==> config.mk <==
export PLATFORM = sky130hd
export DESIGN_NAME = branch_predict_unit
export DESIGN_NICKNAME = d
export VERILOG_FILES = /design/src/rtl/branch_pkg.sv /design/src/rtl/branch_predict_unit_sat_counter.sv /design/src/rtl/branch_predict_unit.sv
export SDC_FILE = /design/constraint.sdc
export NUM_CORES = 1
export LEC_CHECK = 0
export ABC_AREA = 1
export BUFFER_PORTS_ARGS = -buffer_cell sky130_fd_sc_hd__buf_2
export CORE_ASPECT_RATIO = 1.5
export CORE_MARGIN = 5
export CORE_UTILIZATION = 58
export CTS_CLUSTER_SIZE = 20
export DETAILED_ROUTE_END_ITERATION = 10
export PLACE_DENSITY = 0.81
export SLEW_MARGIN = 25
export SYNTH_ARGS = -nofsm -noshare
export SYNTH_HDL_FRONTEND = slang
export SYNTH_HIERARCHICAL = 1
export SYNTH_SLANG_ARGS = --single-unit
==> constraint.sdc <==
create_clock -name clock -period 2.1 [get_ports clock]
set_clock_uncertainty 0.15 [all_clocks]
set_input_delay 0.315 -clock clock [delete_from_list [all_inputs] [get_ports clock]]
set_output_delay 0.315 -clock clock [all_outputs]
set_load 0.005 [all_outputs]
==> src/rtl/branch_pkg.sv <==
// Shared constants and helpers for the branch predict unit: opcodes, counter
// reset pattern and PC-to-table-index extraction.
package branch_pkg;

  localparam logic [5:0] OP_BEQ  = 6'b000100;
  localparam logic [5:0] OP_BNE  = 6'b000101;
  localparam logic [5:0] OP_BLEZ = 6'b000110;
  localparam logic [5:0] OP_BGTZ = 6'b000111;

  // Weakly-not-taken, left-aligned: shift right by (32 - CTR_BITS) to get the
  // MSB=0, rest=1 pattern for any counter width up to 32.
  localparam logic [31:0] CTR_WEAK_NT = 32'h7FFF_FFFF;

  // Word-aligned index: drops PC[1:0] and keeps log2(depth) bits above them.
  function automatic logic [63:0] pc_index(input logic [63:0] pc,
                                           input int unsigned depth);
    return (pc >> 2) & (64'(depth) - 64'd1);
  endfunction

endpackage

==> src/rtl/branch_predict_unit_sat_counter.sv <==
// CTR_BITS-wide saturating up/down counter that resets to weakly-not-taken.
module sat_counter
  import branch_pkg::*;
#(
  parameter int W = 2
) (
  input  logic         clk_i,
  input  logic         rst_ni,
  input  logic         inc_i,
  input  logic         dec_i,
  output logic [W-1:0] count_o
);

  localparam logic [W-1:0] RST_VAL = W'(CTR_WEAK_NT >> (32 - W));

  logic [W-1:0] cnt_q, cnt_d;

  always_comb begin
    cnt_d = cnt_q;
    if (inc_i && (cnt_q != '1)) begin
      cnt_d = cnt_q + W'(1);
    end else if (dec_i && (cnt_q != '0)) begin
      cnt_d = cnt_q - W'(1);
    end
  end

  always_ff @(posedge clk_i or negedge rst_ni) begin
    if (!rst_ni) begin
      cnt_q <= RST_VAL;
    end else begin
      cnt_q <= cnt_d;
    end
  end

  assign count_o = cnt_q;

endmodule

==> src/rtl/branch_predict_unit.sv <==
// Branch resolution plus a PC-indexed table of saturating counters for fetch
// prediction. Optional BRANCH_STATS_EN adds saturating resolve/mispredict counters.
module branch_predict_unit
  import branch_pkg::*;
#(
  parameter int DATA_WIDTH = 32,
  parameter int DEPTH      = 64,
  parameter int CTR_BITS   = 2
) (
  input  logic                  clock,
  input  logic                  reset_n,
  input  logic [DATA_WIDTH-1:0] fetch_Pc,
  output logic                  predict_Taken,
  input  logic                  branch,
  input  logic                  resolve_Valid,
  input  logic [5:0]            op_Code,
  input  logic [DATA_WIDTH-1:0] ula_Result,
  input  logic [DATA_WIDTH-1:0] resolve_Pc,
  input  logic [DATA_WIDTH-1:0] resolve_Target,
  input  logic                  resolve_Pred,
  output logic                  branch_Result,
  output logic                  mispredict,
  output logic [DATA_WIDTH-1:0] redirect_Pc
`ifdef BRANCH_STATS_EN
  ,
  output logic [31:0]           stat_Branches,
  output logic [31:0]           stat_Mispredicts
`endif
);

  localparam int IDX_W = $clog2(DEPTH);

  logic [IDX_W-1:0]      fetch_idx, upd_idx;
  logic [DEPTH-1:0]      ctr_msb;
  logic                  op_ok, cond, fire;
  logic                  mispredict_q, mispredict_d;
  logic [DATA_WIDTH-1:0] redirect_q, redirect_d;

  assign fetch_idx = IDX_W'(pc_index(64'(fetch_Pc), DEPTH));
  assign upd_idx   = IDX_W'(pc_index(64'(resolve_Pc), DEPTH));

  always_comb begin
    op_ok = 1'b1;
    cond  = 1'b0;
    case (op_Code)
      OP_BEQ:  cond = (ula_Result == '0);
      OP_BNE:  cond = (ula_Result != '0);
      OP_BLEZ: cond = ($signed(ula_Result) <= 0);
      OP_BGTZ: cond = ($signed(ula_Result) > 0);
      default: op_ok = 1'b0;
    endcase
  end

  assign fire          = branch && resolve_Valid && op_ok;
  assign branch_Result = fire && cond;

  for (genvar i = 0; i < DEPTH; i++) begin : g_table
    logic             hit;
    logic [CTR_BITS-1:0] cnt;
    assign hit = fire && (upd_idx == IDX_W'(i));
    sat_counter #(.W(CTR_BITS)) u_ctr (
      .clk_i   (clock),
      .rst_ni  (reset_n),
      .inc_i   (hit && branch_Result),
      .dec_i   (hit && !branch_Result),
      .count_o (cnt)
    );
    assign ctr_msb[i] = cnt[CTR_BITS-1];
  end

  // Table read is pre-update: the new counter value is visible next cycle.
  assign predict_Taken = ctr_msb[fetch_idx];

  // redirect only moves on a mispredict so it holds while mispredict is low.
  always_comb begin
    mispredict_d = fire && (branch_Result != resolve_Pred);
    redirect_d   = redirect_q;
    if (mispredict_d) begin
      redirect_d = branch_Result ? resolve_Target : (resolve_Pc + DATA_WIDTH'(4));
    end
  end

  always_ff @(posedge clock or negedge reset_n) begin
    if (!reset_n) begin
      mispredict_q <= 1'b0;
      redirect_q   <= '0;
    end else begin
      mispredict_q <= mispredict_d;
      redirect_q   <= redirect_d;
    end
  end

  assign mispredict  = mispredict_q;
  assign redirect_Pc = redirect_q;

`ifdef BRANCH_STATS_EN
  logic [31:0] stat_br_q, stat_mis_q;

  always_ff @(posedge clock or negedge reset_n) begin
    if (!reset_n) begin
      stat_br_q  <= '0;
      stat_mis_q <= '0;
    end else begin
      if (fire && (stat_br_q != '1)) stat_br_q <= stat_br_q + 32'd1;
      if (mispredict_d && (stat_mis_q != '1)) stat_mis_q <= stat_mis_q + 32'd1;
    end
  end

  assign stat_Branches    = stat_br_q;
  assign stat_Mispredicts = stat_mis_q;
`endif

endmodule

==> impl_metrics.tcl, run 1 <==
set metrics [dict create \
    drv_cap 0 \
    grt_first_pass_wirelength_mm 51.1 \
    min_path_cells 5 \
    dieArea_um2 21900 \
    path_class "register to output port" \
    grt.total_usage_pct 29.1 \
    avgSynthCellArea_um2 6.03 \
    post-route-period-util_pct 107 \
    grt_pass1_vias 11600 \
    n_antenna_cell 0 \
    routed_wl_mm 31.3 \
    dpl.cell_count 2251 \
    ys.warnings.count 6 \
    fin_crit_ns 2.25 \
    hold_class "input port to register" \
    tightest_slew_ns 0.412 \
    p_switching_uw 1940 \
    syn_area_um2 11000 \
    core_region_area_um2 18600 \
    grt-ovfl-total 0 \
    synth-seq-cells 161 \
    gp_congestion 1.05 \
    timing.hold.ws_ns 0.0275 \
    synth_ff_type "dfrtp_1" \
    p_comb_share_pct 11.5 \
    synth.largest_area_cell "nand2_1" \
    drive_gt1_share_pct 21.5 \
    violations "setup timing" \
    slowest_stage "dfrtp_1" \
    fmax_mhz 445 \
    rows 61 \
    nNetsFinal 2176 \
    hpwl_mm 22.6 \
    clockBufferDepth 2 \
    antenna_left 0 \
    dr.first_iter.drc_count 878 \
    yosysSeqAreaShare_pct 37.3 \
    numCtsBuffers 17 \
    htreeDepth 4 \
    vias 11900 \
    routedWlPerCell_um 13.6 \
    end_kind "output port" \
    cp_data_required_time_ns 1.63 \
    synthCells 1825 \
    antenna_found_initial 0 \
    maxSlewHeadroom_pct 72.3 \
    worstPathCellList "o21ai_1, o22ai_1, nor2_2, o211ai_1, nand3b_1, nand2_1, buf_2" \
    critical-path-top-delay-family "compound AO/OA/AOI/OAI gates" \
    min_from "resolve_Pc[0]" \
    placed_area_um2 12500 \
    switching_share_pct 26.3 \
    drc 0 \
    final.setup.worst_slack_ns -0.146 \
    synth_common_cells "848 x nand2_1, 299 x nor2_1, 163 x inv_1, 98 x o21ai_0, 97 x dfrtp_1" \
    setup_viol 1 \
    num_io_pins 174 \
    numClockSinks 161 \
    hold_viol_final 0 \
    status "finished, violations left" \
    synth_edf_count 0 \
    p_clk_share_pct 44.1 \
    layoutNonFillerInstCount 2298 \
    final_area_um2 13400 \
    drt_first_pass_iters 5 \
    worstSetupStartpointType "register" \
    clkLatencyLatePin_ns 0.43 \
    syn-num-nets 1968 \
    cp.depth 7 \
    cts_root_buf "clkbuf_16" \
    final-max-slew-violation-count 0 \
    rsz0062_at_grt "true" \
    cp_data_arrival_time_ns 1.78 \
    p_seq_share_pct 44.5 \
    max-vdd-ir-drop_mv 0.591 \
    start_util_pct 59.1 \
    synth_async_sr_flop_share_pct 100 \
    crit_buf_inv 1 \
    tritoncts "built" \
    cp_max_fo 3 \
    p_per_area_nw_per_um2 553 \
    synth_cell_types 29 \
    area_growth_pct 21.3 \
    grt_max_degree 45 \
    r2r_cells 4 \
    clkSlewWorstSetupHoldPaths_ns 0.07 \
    cpPeakStageDelay_ns 0.40 \
    die_h_um 179 \
    die_w_um 122 \
    synth_top_area_share_pct 28.9 \
    yosysMostFrequentCell "nand2_1" \
    r2r_start "g_table[16].u_ctr/count_o[0]$_DFFE_PN1P_" \
    via_per_inst 5.19 \
    io_buffers 147 \
    crit_path_start "g_table[30].u_ctr/count_o[1]$_DFFE_PN0P_" \
    p_int_uw 5440 \
    yosys-top-cells-area "nand2_1 29%, dfrtp_1 22%, dfstp_2 15%" \
    p_leak_uw 0.00704 \
]
[worst reg2reg max path: cells and delay by family, from the launching register on]
kind	cells	cell delay, ns
buffers and inverters	1	0.05
flip-flops	1	0.54
AND/OR/NAND/NOR	3	0.27
[cell families (layout without fill, tap and decap cells)]
| group | count (synthesis) | count (layout) | share of synthesized area (%) |
|---|---|---|---|
| AOI/OAI and AO/OA | 122 | 122 | 6.07 |
| xor gates and xnor gates | 28 | 28 | 2.23 |
| adders and majority gates | 4 | 4 | 0.455 |
| buffers and inverters | 271 | 492 | 9.76 |
| DFF | 161 | 161 | 37.3 |
| and+or+nand+nor | 1239 | 1239 | 44.2 |
[final timing paths]
path                                                            end  slack (ns)
max in group asynchronous  g_table[18].u_ctr/count_o[0]$_DFFE_PN1P_        0.91
hold / removal                           redirect_Pc[0]$_DFFE_PN0P_        0.03
hold reg to reg                         redirect_Pc[10]$_DFFE_PN0P_        0.33
min in group asynchronous               redirect_Pc[25]$_DFFE_PN0P_        0.20
setup reg to reg           g_table[16].u_ctr/count_o[0]$_DFFE_PN1P_        1.03
setup / recovery                                      predict_Taken       -0.15
[power by group through the flow]
stage	Combinational [uW]	Clock (uW)	Sequential, uW
2_1_floorplan	332	0	3340
3_3_place_gp	805	0	3330
3_5_place_dp	820	0	3340
4_1_cts	835	3290	3280
5_1_grt	938	3430	3290
6_report	848	3250	3280
[final cells by class]
| cell class | instances | area [um2] |
|---|---|---|
| Inverter | 229 | 860 |
| Tap cell | 252 | 315 |
| Sequential cell | 161 | 4120 |
| Clock buffer | 20 | 467 |
| Timing Repair Buffer | 231 | 1520 |
| Multi-Input combinational cell | 1393 | 5920 |
| Fill cell | 1581 | 5270 |
| Clock inverter | 12 | 148 |
[routing by layer]
layer	track usage (%)	vias to the layer above	wire length (um)
met2	52.4	462	15500
met1	31.9	5409	11900
li1	-	5943	-
met4	16.6	0	1710
met3	4.89	124	2210
met5	0	-	0
[per-stage QoR]
stage	total power, uW	setup WS, ns	utilization (%)	setup TNS (ns)
after global placement	4140	-0.122	67.1	-9.36
after global routing	7660	-0.235	71.7	-0.235
after detailed placement	4160	-0.185	67.1	-14.12
after floorplan	3670	0.204	-	0
final	7380	-0.146	71.7	-0.146
after CTS	7410	-0.143	71.0	-0.143
[registers in the layout (all words and copies together) (netlist names)]
| name | flops |
|---|---|
| redirect_Pc | 32 |
| mispredict | 1 |
| g_table.u_ctr/count_o | 128 |
[cell usage in the layout (no fill, tap or decap), types with 3 or more instances in the layout]
| cell type | synthesis | final |
|---|---|---|
| buf_2 | 22 | 146 |
| clkinv_4 | 0 | 4 |
| xnor2_1 | 8 | 8 |
| o21ai_1 | 0 | 20 |
| nor2_4 | 4 | 4 |
| inv_2 | 66 | 66 |
| o221ai_2 | 0 | 5 |
| inv_1 | 163 | 163 |
| o21ai_2 | 0 | 7 |
| nor2_1 | 299 | 293 |
| nor3_1 | 10 | 10 |
| nand3_1 | 44 | 44 |
| clkbuf_8 | 0 | 3 |
| nand2_1 | 848 | 848 |
| o22ai_1 | 9 | 9 |
| nand4_1 | 18 | 18 |
| xor2_1 | 20 | 20 |
| dfrtp_1 | 97 | 87 |
| o21ai_0 | 98 | 69 |
| dfstp_2 | 64 | 64 |
| dfrtp_2 | 0 | 10 |
| ha_1 | 4 | 4 |
| buf_12 | 0 | 11 |
| buf_4 | 2 | 71 |
| nand2_2 | 4 | 3 |
| clkbuf_16 | 0 | 17 |
| o211ai_1 | 8 | 8 |
| nor2_2 | 4 | 10 |
[repair_timing]
action                                 in CTS  in global routing
pin swaps                                   5                  7
cloned                                      0                  0
buffers inserted                            6                 11
resized for setup                          22                 42
hold buffers                                1                  0
endpoints found under the hold margin      69                  0
setup endpoints to repair                   2                  2
Note: power is estimated with default switching activity, not from simulation.
==> run 2: changes to the inputs <==
Settings changed: CORE_UTILIZATION 58 to 52, PLACE_DENSITY 0.81 to 0.77.
Clock period 2.1 ns to 1.9 ns, I/O delays scaled along.
==> run 2 against run 1 <==
- the run still ends with setup timing left
- global-route usage down 2.8 points
- first-iteration DRC count fell by 18%
- critical path depth is the same
- final area up 3.4%
- worst setup slack got worse by 0.21 ns
- flip-flop and latch count did not move
- register-to-register slack lost 0.19 ns
- sequential share of layout area fell by 1.1 points
- count of clock-buffer cells in the layout down 1
==> impl_metrics.tcl, run 2 (synthesis results as in run 1) <==
set metrics [dict create \
    die_h_um 188 \
    post-route-period-util_pct 119 \
    fin_crit_ns 2.26 \
    clkLatencyLatePin_ns 0.43 \
    layoutNonFillerInstCount 2345 \
    drv_cap 0 \
    via_per_inst 5.10 \
    vias 11900 \
    worstSetupStartpointType "register" \
    min_path_cells 5 \
    maxSlewHeadroom_pct 65.2 \
    p_leak_uw 0.00722 \
    numCtsBuffers 17 \
    drt_first_pass_iters 5 \
    gp_congestion 0.894 \
    antenna_left 0 \
    final_util_pct 65.8 \
    cts_root_buf "clkbuf_16" \
    hold_viol_final 0 \
    area_growth_pct 25.5 \
    cp_max_fo 5 \
    antenna_found_initial 0 \
    hold_class "input port to register" \
    worstPathCellList "o21ai_0, o22ai_1, o21ai_0, o211ai_1, nand3b_1, nand2_1, buf_2" \
    grt.total_usage_pct 26.3 \
    drc 0 \
    cp.depth 7 \
    dieArea_um2 24200 \
    rows 65 \
    cp_data_required_time_ns 1.46 \
    numClockSinks 161 \
    fillCellCount 1832 \
    die_w_um 129 \
    drive_gt1_share_pct 23.5 \
    p_per_area_nw_per_um2 613 \
    io_buffers 147 \
    grt_first_pass_wirelength_mm 51.9 \
    critical-path-top-delay-family "compound AO/OA/AOI/OAI gates" \
    clockBufferDepth 2 \
    hpwl_mm 23.4 \
    r2r_cells 3 \
    cp_data_arrival_time_ns 1.82 \
    end_kind "output port" \
    routedWlPerCell_um 13.6 \
    layout_commonest_cell "nand2_1" \
    crit_buf_inv 1 \
    setup_viol 1 \
    num_io_pins 174 \
    cp_common_cell "o21ai_0" \
    tns_ns -0.357 \
    final.setup.worst_slack_ns -0.357 \
    n_antenna_cell 0 \
    post-place-ws_ns -0.360 \
    tightest_slew_ns 0.521 \
    htreeDepth 4 \
    start_util_pct 52.5 \
    max-vdd-ir-drop_mv 0.554 \
    status "finished, violations left" \
    slowest_stage "dfrtp_1" \
    fmax_mhz 443 \
    core_region_area_um2 21000 \
    routed_wl_mm 31.9 \
    clkSlewWorstSetupHoldPaths_ns 0.07 \
    rsz0062_at_grt "true" \
    dpl.cell_count 2300 \
    cpPeakStageDelay_ns 0.41 \
    grt_max_degree 48 \
    grt-ovfl-total 0 \
    grt_pass1_vias 11500 \
    largest_register_ffs 128 \
    nNetsFinal 2207 \
    tritoncts "built" \
    final-max-slew-violation-count 0 \
    dr.first_iter.drc_count 717 \
    violations "setup timing" \
    final_cell_mix "847 x nand2_1, 254 x nor2_1, 163 x inv_1" \
    path_class "register to output port" \
]
==> run 2: cell count changes in the layout (fill, tap and decap cells not counted), moves of 7 or more <==
cell / previous run / this run
dfrtp_1: 87 / 97
nor2_2: 10 / 45
buf_12: 11 / 18
buf_4: 71 / 92
o21ai_1: 20 / 9
dfrtp_2: 10 / 0
nor2_1: 293 / 254
o21ai_0: 69 / 88
==> run 2: worst min-delay path, stage by stage <==
cell and delay (ns):
buf_2 0.08, nand2_1 0.04, nand2_1 0.05, nand2_1 0.05
nand2_1 0.06
==> run 2: worst paths after layout <==
| kind | end | startpoint | slack [ns] |
|---|---|---|---|
| worst max register to register | g_table[63].u_ctr/count_o[1]$_DFFE_PN0P_ | g_table[63].u_ctr/count_o[1]$_DFFE_PN0P_ | 0.84 |
| worst max-delay path | predict_Taken | g_table[26].u_ctr/count_o[1]$_DFFE_PN0P_ | -0.36 |
| min in group asynchronous | redirect_Pc[25]$_DFFE_PN0P_ | reset_n | 0.21 |
| worst min register to register | redirect_Pc[16]$_DFFE_PN0P_ | redirect_Pc[16]$_DFFE_PN0P_ | 0.32 |
| worst min-delay path | redirect_Pc[1]$_DFFE_PN0P_ | resolve_Pc[1] | 0.02 |
| max in group asynchronous | g_table[60].u_ctr/count_o[0]$_DFFE_PN1P_ | reset_n | 0.74 |
==> run 2: layout make-up <==
type                    instances  area, um2  share of cell area, %
clock inverters                13        209                   1.51
repair buffers                262       1860                   13.5
multi-input cells            1393       5990                   43.4
well taps                     268        335                   2.43
flip-flops and latches        161       4110                   29.7
clock buffers                  19        443                   3.21
inverters                     229        862                   6.24
==> run 2: per-stage QoR <==
step                      hold slack, ns  instance area, um2  power [uW]
after floorplan                   -0.161               11000        4060
after global placement             0.118               12900        4630
after detailed placement           0.119               12900        4650
after CTS                        0.00683               13600        8520
after global routing              0.0264               13800        8800
final                             0.0229               13800        8470
==> run 2: report_power, final <==
group / total (uW) / leakage [uW] / switching, uW / internal [uW]
Clock: 3860 / 0.000310 / 1490 / 2370
Combinational: 985 / 0.00490 / 567 / 418
Sequential: 3630 / 0.00201 / 64.0 / 3560
Total: 8470 / 0.00722 / 2120 / 6350
==> run 2: what timing repair did <==
| action | 4_1_cts | 5_1_grt |
|---|---|---|
| setup endpoints to repair | 2 | 158 |
| pin swaps | 8 | 18 |
| hold endpoints to repair | 25 | 0 |
| gates resized for setup | 11 | 60 |
| buffers inserted | 3 | 8 |
| cloned | 0 | 1 |
| hold buffers | 2 | 0 |
==> run 2: routing by layer <==
layer / vias to the layer above / global-route usage [%] / part of all wire [%]
li1: 5996 / - / -
met1: 5428 / 29.6 / 38
met2: 426 / 47.4 / 51
met3: 98 / 3.63 / 6.2
met4: 0 / 13.6 / 4.7
met5: - / 0 / 0
